`config.mk`:
```
export PLATFORM = sky130hd
export DESIGN_NAME = uart_baud_os_gen
export DESIGN_NICKNAME = d
export VERILOG_FILES = /design/src/rtl/uart_pkg.sv /design/src/rtl/frac_tick_div.sv /design/src/rtl/uart_baud_os_gen.sv
export SDC_FILE = /design/constraint.sdc
export NUM_CORES = 1
export LEC_CHECK = 0
export ABC_CLOCK_PERIOD_IN_PS = 7200
export BUFFER_PORTS_ARGS = -buffer_cell sky130_fd_sc_hd__buf_2
export CAP_MARGIN = 20
export CORE_AREA = 4 4 109 59
export DETAILED_ROUTE_END_ITERATION = 8
export DIE_AREA = 0 0 113 63
export GPL_TIMING_DRIVEN = 1
export PLACE_DENSITY = 0.95
export SKIP_LAST_GASP = 1
export SYNTH_ARGS = -nofsm -noshare
export SYNTH_HDL_FRONTEND = slang
export SYNTH_SLANG_ARGS = --single-unit
export TNS_END_PERCENT = 20
```
`constraint.sdc`:
```
create_clock -name clk -period 7.2 [get_ports clk]
set_input_delay 0.36 -clock clk [delete_from_list [all_inputs] [get_ports clk]]
set_output_delay 0.36 -clock clk [all_outputs]
set_load 0.05 [all_outputs]
```
`src/rtl/uart_pkg.sv`:
```
// -----------------------------------------------------------------------------
// uart_pkg
// Shared definitions for the UART baud / oversample generator.
//   - default widths and oversample factor used by uart_baud_os_gen
//   - reset integer divisor
//   - log2 helper used to size the oversample phase index
//   - control decode type shared by the divider
// -----------------------------------------------------------------------------
package uart_pkg;

   // Default integer divisor width.
   localparam int DIV_W_DEF   = 16;
   // Default fractional divisor width (units of 1/2^FRAC_W clock).
   localparam int FRAC_W_DEF  = 4;
   // Default number of oversample ticks per bit.
   localparam int OVS_DEF     = 16;
   // Integer divisor in effect after reset.
   localparam int RST_INT_DEF = 7;

   // Width of an index that counts 0..ovs-1 (never narrower than one bit).
   function automatic int ovs_phase_w(input int ovs);
      int w;
      if (ovs <= 2) begin
         w = 1;
      end else begin
         w = $clog2(ovs);
      end
      return w;
   endfunction

   // Oversample phase width for the default oversample factor.
   localparam int OS_PHASE_W_DEF = ovs_phase_w(OVS_DEF);

   // Per-cycle action of the divider, already resolved by priority.
   typedef enum logic [1:0] {
      CTL_COUNT  = 2'd0,  // normal down-counting
      CTL_LATCH  = 2'd1,  // capture new divisor and restart
      CTL_IDLE   = 2'd2,  // run enable low: hold at period start
      CTL_RESYNC = 2'd3   // re-phase to a bit start
   } div_ctl_e;

endpackage

```
`src/rtl/frac_tick_div.sv`:
```
// -----------------------------------------------------------------------------
// frac_tick_div
// Fractional clock divider producing one pulse per oversample boundary.
// The average boundary spacing is D + frac/2^FRAC_W clocks, with
// D = max(baud_int, 1). The fraction is spread by a first-order accumulator:
// every boundary adds frac to acc and the carry lengthens the next period
// by one clock.
//
// Ports:
//   clk_i        system clock
//   rst_ni       asynchronous active-low reset
//   latch_i      capture baud_int_i / baud_frac_i and restart the period
//   baud_int_i   integer clocks per oversample tick (0 behaves as 1)
//   baud_frac_i  fractional clocks per oversample tick
//   en_i         run enable; low holds the divider at the start of a period
//   resync_i     restart the current period without changing the divisor
//   boundary_o   combinational boundary pulse (cnt reached 0 while counting)
// -----------------------------------------------------------------------------
module frac_tick_div
   import uart_pkg::*;
#(
   parameter int DIV_W   = DIV_W_DEF,
   parameter int FRAC_W  = FRAC_W_DEF,
   parameter int RST_INT = RST_INT_DEF
) (
   input  logic              clk_i,
   input  logic              rst_ni,
   input  logic              latch_i,
   input  logic [DIV_W-1:0]  baud_int_i,
   input  logic [FRAC_W-1:0] baud_frac_i,
   input  logic              en_i,
   input  logic              resync_i,
   output logic              boundary_o
);

   localparam logic [DIV_W-1:0]  ONE_DIV   = {{(DIV_W-1){1'b0}}, 1'b1};
   localparam logic [DIV_W-1:0]  ZERO_DIV  = {DIV_W{1'b0}};
   localparam logic [FRAC_W-1:0] ZERO_FRAC = {FRAC_W{1'b0}};
   // Divisor register value after reset (stored exactly as given).
   localparam logic [DIV_W-1:0]  RST_INT_V = DIV_W'(RST_INT);
   // Effective reset divisor is at least 1, so the reset count is never negative.
   localparam logic [DIV_W-1:0]  RST_D     = (RST_INT < 1) ? ONE_DIV : RST_INT_V;
   localparam logic [DIV_W-1:0]  RST_CNT   = RST_D - ONE_DIV;

   // Effective divisor: a programmed 0 runs at the fastest rate, same as 1.
   function automatic logic [DIV_W-1:0] eff_div(input logic [DIV_W-1:0] v);
      logic [DIV_W-1:0] d;
      if (v == ZERO_DIV) begin
         d = ONE_DIV;
      end else begin
         d = v;
      end
      return d;
   endfunction

   logic [DIV_W-1:0]  int_q, int_d;
   logic [FRAC_W-1:0] frac_q, frac_d;
   logic [DIV_W-1:0]  cnt_q, cnt_d;
   logic [FRAC_W-1:0] acc_q, acc_d;

   logic [DIV_W-1:0]  div_cur_s;
   logic [DIV_W-1:0]  div_new_s;
   logic [FRAC_W:0]   acc_sum_s;
   logic [DIV_W-1:0]  carry_s;
   logic              boundary_s;
   div_ctl_e          ctl_s;

   assign div_cur_s = eff_div(int_q);
   assign div_new_s = eff_div(baud_int_i);
   // One bit wider than acc so the top bit is the carry into the next period.
   assign acc_sum_s = {1'b0, acc_q} + {1'b0, frac_q};
   assign carry_s   = {{(DIV_W-1){1'b0}}, acc_sum_s[FRAC_W]};

   // Resolve this cycle's action: latch beats idle, idle beats resync.
   always_comb begin
      ctl_s = CTL_COUNT;
      if (latch_i) begin
         ctl_s = CTL_LATCH;
      end else if (!en_i) begin
         ctl_s = CTL_IDLE;
      end else if (resync_i) begin
         ctl_s = CTL_RESYNC;
      end else begin
         ctl_s = CTL_COUNT;
      end
   end

   // Next-state of divisor registers, counter and accumulator.
   always_comb begin
      int_d      = int_q;
      frac_d     = frac_q;
      cnt_d      = cnt_q;
      acc_d      = acc_q;
      boundary_s = 1'b0;
      case (ctl_s)
         CTL_LATCH: begin
            // New divisor takes effect on this very reload; no fraction yet.
            int_d  = baud_int_i;
            frac_d = baud_frac_i;
            cnt_d  = div_new_s - ONE_DIV;
            acc_d  = ZERO_FRAC;
         end
         CTL_IDLE, CTL_RESYNC: begin
            cnt_d = div_cur_s - ONE_DIV;
            acc_d = ZERO_FRAC;
         end
         CTL_COUNT: begin
            if (cnt_q == ZERO_DIV) begin
               // Boundary: the carry out of the accumulator stretches the
               // next period by one clock. D >= 1, so D-1+carry fits.
               boundary_s = 1'b1;
               acc_d      = acc_sum_s[FRAC_W-1:0];
               cnt_d      = div_cur_s - ONE_DIV + carry_s;
            end else begin
               cnt_d = cnt_q - ONE_DIV;
            end
         end
         default: begin
            cnt_d = div_cur_s - ONE_DIV;
            acc_d = ZERO_FRAC;
         end
      endcase
   end

   // Divider state registers.
   always_ff @(posedge clk_i or negedge rst_ni) begin
      if (!rst_ni) begin
         int_q  <= RST_INT_V;
         frac_q <= ZERO_FRAC;
         cnt_q  <= RST_CNT;
         acc_q  <= ZERO_FRAC;
      end else begin
         int_q  <= int_d;
         frac_q <= frac_d;
         cnt_q  <= cnt_d;
         acc_q  <= acc_d;
      end
   end

   assign boundary_o = boundary_s;

endmodule

```
`src/rtl/uart_baud_os_gen.sv`:
```
// -----------------------------------------------------------------------------
// uart_baud_os_gen
// Fractional baud-rate generator producing oversample, mid-bit and bit
// strobes from a runtime divisor (integer + fractional part).
//
// Ports:
//   clk        system clock (single domain)
//   rst        asynchronous active-low reset
//   latch      one-cycle strobe: capture baud_int/baud_frac and restart
//   baud_int   integer clocks per oversample tick (0 behaves as 1)
//   baud_frac  fractional clocks per oversample tick (1/2^FRAC_W units)
//   en         run enable; low holds the generator idle at phase 0
//   resync     one-cycle strobe: re-phase to a bit start (RX start edge)
//   ena_os     oversample tick, one clock wide
//   ena_mid    mid-bit sample tick, coincident with an ena_os
//   ena        bit tick, coincident with an ena_os
//   os_phase   index of the oversample period currently running
//
// All outputs are registered: a tick appears the cycle after the divider's
// counter sits at zero.
// -----------------------------------------------------------------------------
module uart_baud_os_gen
   import uart_pkg::*;
#(
   parameter int DIV_W   = DIV_W_DEF,
   parameter int FRAC_W  = FRAC_W_DEF,
   parameter int OVS     = OVS_DEF,
   parameter int RST_INT = RST_INT_DEF
) (
   input  logic                          clk,
   input  logic                          rst,
   input  logic                          latch,
   input  logic [DIV_W-1:0]              baud_int,
   input  logic [FRAC_W-1:0]             baud_frac,
   input  logic                          en,
   input  logic                          resync,
   output logic                          ena_os,
   output logic                          ena_mid,
   output logic                          ena,
   output logic [ovs_phase_w(OVS)-1:0]   os_phase
);

   localparam int              PH_W     = ovs_phase_w(OVS);
   localparam logic [PH_W-1:0] PH_ZERO  = {PH_W{1'b0}};
   localparam logic [PH_W-1:0] PH_ONE   = {{(PH_W-1){1'b0}}, 1'b1};
   localparam logic [PH_W-1:0] PH_LAST  = PH_W'(OVS - 1);
   localparam logic [PH_W-1:0] PH_MID   = PH_W'(OVS / 2 - 1);

   logic            boundary_s;
   logic            restart_s;
   logic [PH_W-1:0] os_cnt_q, os_cnt_d;
   logic            ena_os_q, ena_os_d;
   logic            ena_mid_q, ena_mid_d;
   logic            ena_q, ena_d;

   frac_tick_div #(
      .DIV_W   (DIV_W),
      .FRAC_W  (FRAC_W),
      .RST_INT (RST_INT)
   ) u_div (
      .clk_i       (clk),
      .rst_ni      (rst),
      .latch_i     (latch),
      .baud_int_i  (baud_int),
      .baud_frac_i (baud_frac),
      .en_i        (en),
      .resync_i    (resync),
      .boundary_o  (boundary_s)
   );

   // Any of these sends the bit back to oversample index 0.
   assign restart_s = latch | ~en | resync;

   // Next oversample index and tick decode.
   always_comb begin
      os_cnt_d  = os_cnt_q;
      ena_os_d  = 1'b0;
      ena_mid_d = 1'b0;
      ena_d     = 1'b0;
      if (restart_s) begin
         // The divider already suppresses its boundary here.
         os_cnt_d = PH_ZERO;
      end else if (boundary_s) begin
         // Decode on the index of the period that is ending.
         ena_os_d  = 1'b1;
         ena_mid_d = (os_cnt_q == PH_MID);
         ena_d     = (os_cnt_q == PH_LAST);
         if (os_cnt_q == PH_LAST) begin
            os_cnt_d = PH_ZERO;
         end else begin
            os_cnt_d = os_cnt_q + PH_ONE;
         end
      end else begin
         os_cnt_d = os_cnt_q;
      end
   end

   // Oversample index and output strobe registers.
   always_ff @(posedge clk or negedge rst) begin
      if (!rst) begin
         os_cnt_q  <= PH_ZERO;
         ena_os_q  <= 1'b0;
         ena_mid_q <= 1'b0;
         ena_q     <= 1'b0;
      end else begin
         os_cnt_q  <= os_cnt_d;
         ena_os_q  <= ena_os_d;
         ena_mid_q <= ena_mid_d;
         ena_q     <= ena_d;
      end
   end

   assign ena_os   = ena_os_q;
   assign ena_mid  = ena_mid_q;
   assign ena      = ena_q;
   assign os_phase = os_cnt_q;

endmodule

```
==> flow_metrics.py <==
metrics = {
    "outcome": {
        "run_status": "complete, no violations",
    },
    "placement": {
        "dp.final_hpwl_um": 6030,
        "post_placement_worst_setup_slack_ns": 3.69,
        "io_buffers": 31,
        "finalWeightedCongestion": 0.974,
        "placed_cells": 471,
    },
    "synthesis": {
        "yosysTopAreaCell": "sky130_fd_sc_hd__dfrtp_1",
        "synth-seq-area-share": 0.337,
        "postSynth.asyncResetShare": 1.00,
        "netlist_top_cells_area": "sky130_fd_sc_hd__dfrtp_1 30%, sky130_fd_sc_hd__mux2_2 5.8%, sky130_fd_sc_hd__xnor2_1 5.5%, sky130_fd_sc_hd__xor2_1 5.0%, sky130_fd_sc_hd__nand2_1 4.0%",
        "synthesis.instances": 388,
        "synth-seq-cells": 47,
        "postSynthNetCount": 425,
        "ys_warn_count": 0,
        "synth-edff-count": 0,
        "yosys.cell_count.top_type": "sky130_fd_sc_hd__dfrtp_1",
        "netlist_area_um2": 3510,
        "synth.top_cells.by_count": "42 x sky130_fd_sc_hd__dfrtp_1, 37 x sky130_fd_sc_hd__nand2_1, 29 x sky130_fd_sc_hd__nor2_1",
        "synth-main-ff-cell": "sky130_fd_sc_hd__dfrtp_1",
        "synthesized_area_per_cell_um2": 9.05,
        "yosysUniqueCellTypes": 61,
        "top_cell_type_s_share_of_synthesized_area": 0.299,
    },
    "cts": {
        "cts.sinks": 47,
        "clk_latency_ns": 0.31,
        "cts_tree": "built",
        "cts_buffers": 5,
        "path_clk_slew_ns": 0.09,
        "post_cts_resize_count": 0,
        "cts_post_setup_buffers_inserted": 0,
        "ctsLongestPathBuffers": 2,
        "ctsHtreeMaxLevel": 2,
        "clock-root-buffer": "sky130_fd_sc_hd__clkbuf_8",
        "cts.hold.buffers_added": 0,
    },
    "worst_setup_path": {
        "timing.critical_path.cells": "nor4_1 > nand4_1 > nor3_1 > nor2_1 > ha_1 > nor3b_2 > a21boi_0 > o211ai_1 > nor4_4 > nand4b_1 > mux2_4 > o21bai_2",
        "cp-start-kind": "flop",
        "critical-path-slowest-cell": "sky130_fd_sc_hd__nor4_1",
        "timing.critical_path.fanout_max": 6,
        "critical_path_class": "flop to flop",
        "r2r_cells": 12,
        "critical-path-max-stage-delay_ns": 0.47,
        "end_kind": "flop",
        "worst-endpoint-arrival_ns": 3.92,
        "cp.required_ns": 7.44,
    },
    "drt": {
        "detail_route.drc_violations": 0,
        "drtAntennaViolNets": 0,
        "totalWireLength_um": 8270,
        "via_count": 3080,
        "routed_via_density": 6.40,
        "drtIter0Drc": 344,
        "drtPass1Iterations": 5,
        "routed_wire_length_per_instance_um": 17.2,
    },
    "timing": {
        "finClkSkew_ns": 0.00823,
        "final_hold_viol_count": 0,
        "finalWorstSetupSlack_ns": 3.53,
        "setup_tns_ns": 0,
        "finalCritPeriodShare": 0.510,
        "timing.max_slew.rel_slack": 0.321,
        "setup-violations-final": 0,
        "slew_viol_final": 0,
        "timing.fmax_ghz": 0.272,
        "min_period_ns": 3.67,
        "final.hold.worst_slack_ns": 0.278,
        "grt_setup_unrepaired": "no",
        "timing_worst_slew_pin_value_ns": 1.02,
    },
    "floorplanning": {
        "floorplan.rows": 19,
        "fp.coreArea_um2": 5400,
        "floorplan.die.width_um": 113,
        "fp.dieH_um": 63,
        "die-area_um2": 7120,
        "start_util": 0.651,
        "ios": 32,
    },
    "final_layout": {
        "layoutNonFillerInstCount": 481,
        "area.growth.synth_to_final_pct": 8.13,
        "fill_cells": 403,
        "insertedDiodeCount": 0,
        "num-nets-final": 444,
        "post_route_cells_drive_above_1_share": 0.203,
        "utilization": 0.703,
    },
    "pwr": {
        "share_clk_of_total_power": 0.273,
        "vdd_ir_drop_max_mv": 0.0851,
        "power.density_nw_per_um2": 168,
        "power.leakage_nw": 1.54,
        "power.share.switching": 0.326,
        "cellInternalPower_w": 0.000430,
        "power_switching_w": 0.000208,
        "seq_power_share": 0.497,
        "part_of_the_total_power_dissipated_in_combinational_logic": 0.230,
    },
    "global_routing": {
        "grtUsageMet2": 0.359,
        "global_route.overflow_total": 0,
        "grt.busiest_layer": "met2",
        "use_met1": 0.345,
        "grt_max_degree": 56,
        "globalRouteMet3Util": 0.0513,
        "globalRouteTotalUtil": 0.240,
        "antenna_found_initial": 0,
        "grt_pass1_vias": 2837,
        "grt_first_pass_wirelength_um": 13700,
    },
    "hold_path": {
        "min-delay-path-class": "primary input to flop",
        "holdPathStages": 2,
    },
    "job": {
        "timing.max_cap.violations": 0,
    },
}
-- state kept, by name (all words and copies together), names as in the netlist --
name / cells
u_div.acc_q: 4
ena_os: 1
ena_mid: 1
u_div.frac_q: 4
u_div.int_q: 16
ena: 1
os_phase: 4
u_div.cnt_q: 16
-- area by class of cell --
class | instances | area, um2 | area share
tap | 73 | 91.3 | 0.0241
multi-input combinational | 311 | 2200 | 0.581
clock inverter | 2 | 16.3 | 0.00428
timing repair buffer | 33 | 185 | 0.0488
inverter | 9 | 33.8 | 0.00890
sequential | 47 | 1180 | 0.311
clock buffer | 6 | 82.6 | 0.0218
-- worst paths after layout --
check                                      from         endpoint  slack [ns]
max in group asynchronous                   rst   u_div.cnt_q[2]        6.17
min in group asynchronous                   rst   u_div.int_q[4]        0.48
worst min-delay path               baud_frac[2]  u_div.frac_q[2]        0.28
worst min register to register      os_phase[3]          ena_mid        0.52
worst max-delay path            u_div.int_q[10]  u_div.cnt_q[15]        3.53
worst max register to register  u_div.int_q[10]  u_div.cnt_q[15]        3.53
-- power groups by stage --
stage / registers (W) / logic [W] / clock network [W]
final: 0.000317 / 0.000147 / 0.000174
after global routing: 0.000322 / 0.000161 / 0.000194
after CTS: 0.000316 / 0.000142 / 0.000178
after global placement: 0.000319 / 0.000137 / 0
after detailed placement: 0.000321 / 0.000140 / 0
after floorplan: 0.000310 / 0.000109 / 0
-- cells in the final DEF (no fill, tap or decap), types with 3 or more instances in the layout --
master	instances
sky130_fd_sc_hd__buf_2	31
sky130_fd_sc_hd__o22ai_1	8
sky130_fd_sc_hd__and3_1	5
sky130_fd_sc_hd__nand3_1	7
sky130_fd_sc_hd__and2_1	4
sky130_fd_sc_hd__nor4_1	9
sky130_fd_sc_hd__mux2_2	18
sky130_fd_sc_hd__ha_1	11
sky130_fd_sc_hd__or3_1	9
sky130_fd_sc_hd__o31ai_1	6
sky130_fd_sc_hd__nand2b_1	6
sky130_fd_sc_hd__nand2_1	37
sky130_fd_sc_hd__dfstp_2	5
sky130_fd_sc_hd__a211oi_1	6
sky130_fd_sc_hd__nor2_1	29
sky130_fd_sc_hd__nor3b_1	3
sky130_fd_sc_hd__o21ai_0	16
sky130_fd_sc_hd__nor4_2	4
sky130_fd_sc_hd__nand4_1	3
sky130_fd_sc_hd__o211ai_1	4
sky130_fd_sc_hd__dfrtp_1	42
sky130_fd_sc_hd__nor3_1	13
sky130_fd_sc_hd__inv_1	8
sky130_fd_sc_hd__xnor2_1	22
sky130_fd_sc_hd__clkbuf_8	6
sky130_fd_sc_hd__xor2_1	20
sky130_fd_sc_hd__a21oi_1	22
sky130_fd_sc_hd__a21o_1	6
sky130_fd_sc_hd__o21ai_1	3
-- metrics by stage --
step	instance area [um2]	power [W]
floorplan	3510	0.000420
global placement	3670	0.000456
detailed placement	3670	0.000462
CTS	3770	0.000637
global route	3800	0.000676
finish	3800	0.000639
-- metal layers --
metal / vias to the layer above / share of wire
met5: - / 0
met4: 0 / 0.022
met3: 26 / 0.097
met2: 177 / 0.44
met1: 1440 / 0.44
li1: 1437 / -
-- critical path: cells and delay by family (launching register included) --
| family | cells | cell delay [ns] |
|---|---|---|
| AO/OA/AOI/OAI | 3 | 0.79 |
| adder cells (fa/ha/maj) | 1 | 0.24 |
| flip-flops | 1 | 0.46 |
| multiplexers | 1 | 0.33 |
| AND/OR/NAND/NOR | 7 | 1.79 |
-- logic make-up after synthesis --
family          after synthesis  synth area share
fa+ha+maj                    12            0.0449
xor+xnor                     43             0.109
compound gates               88             0.167
mux                          21            0.0677
simple gates                147             0.239
buf+inv                      30            0.0353
flops                        47             0.337
Note: power is estimated with default switching activity, not from simulation.
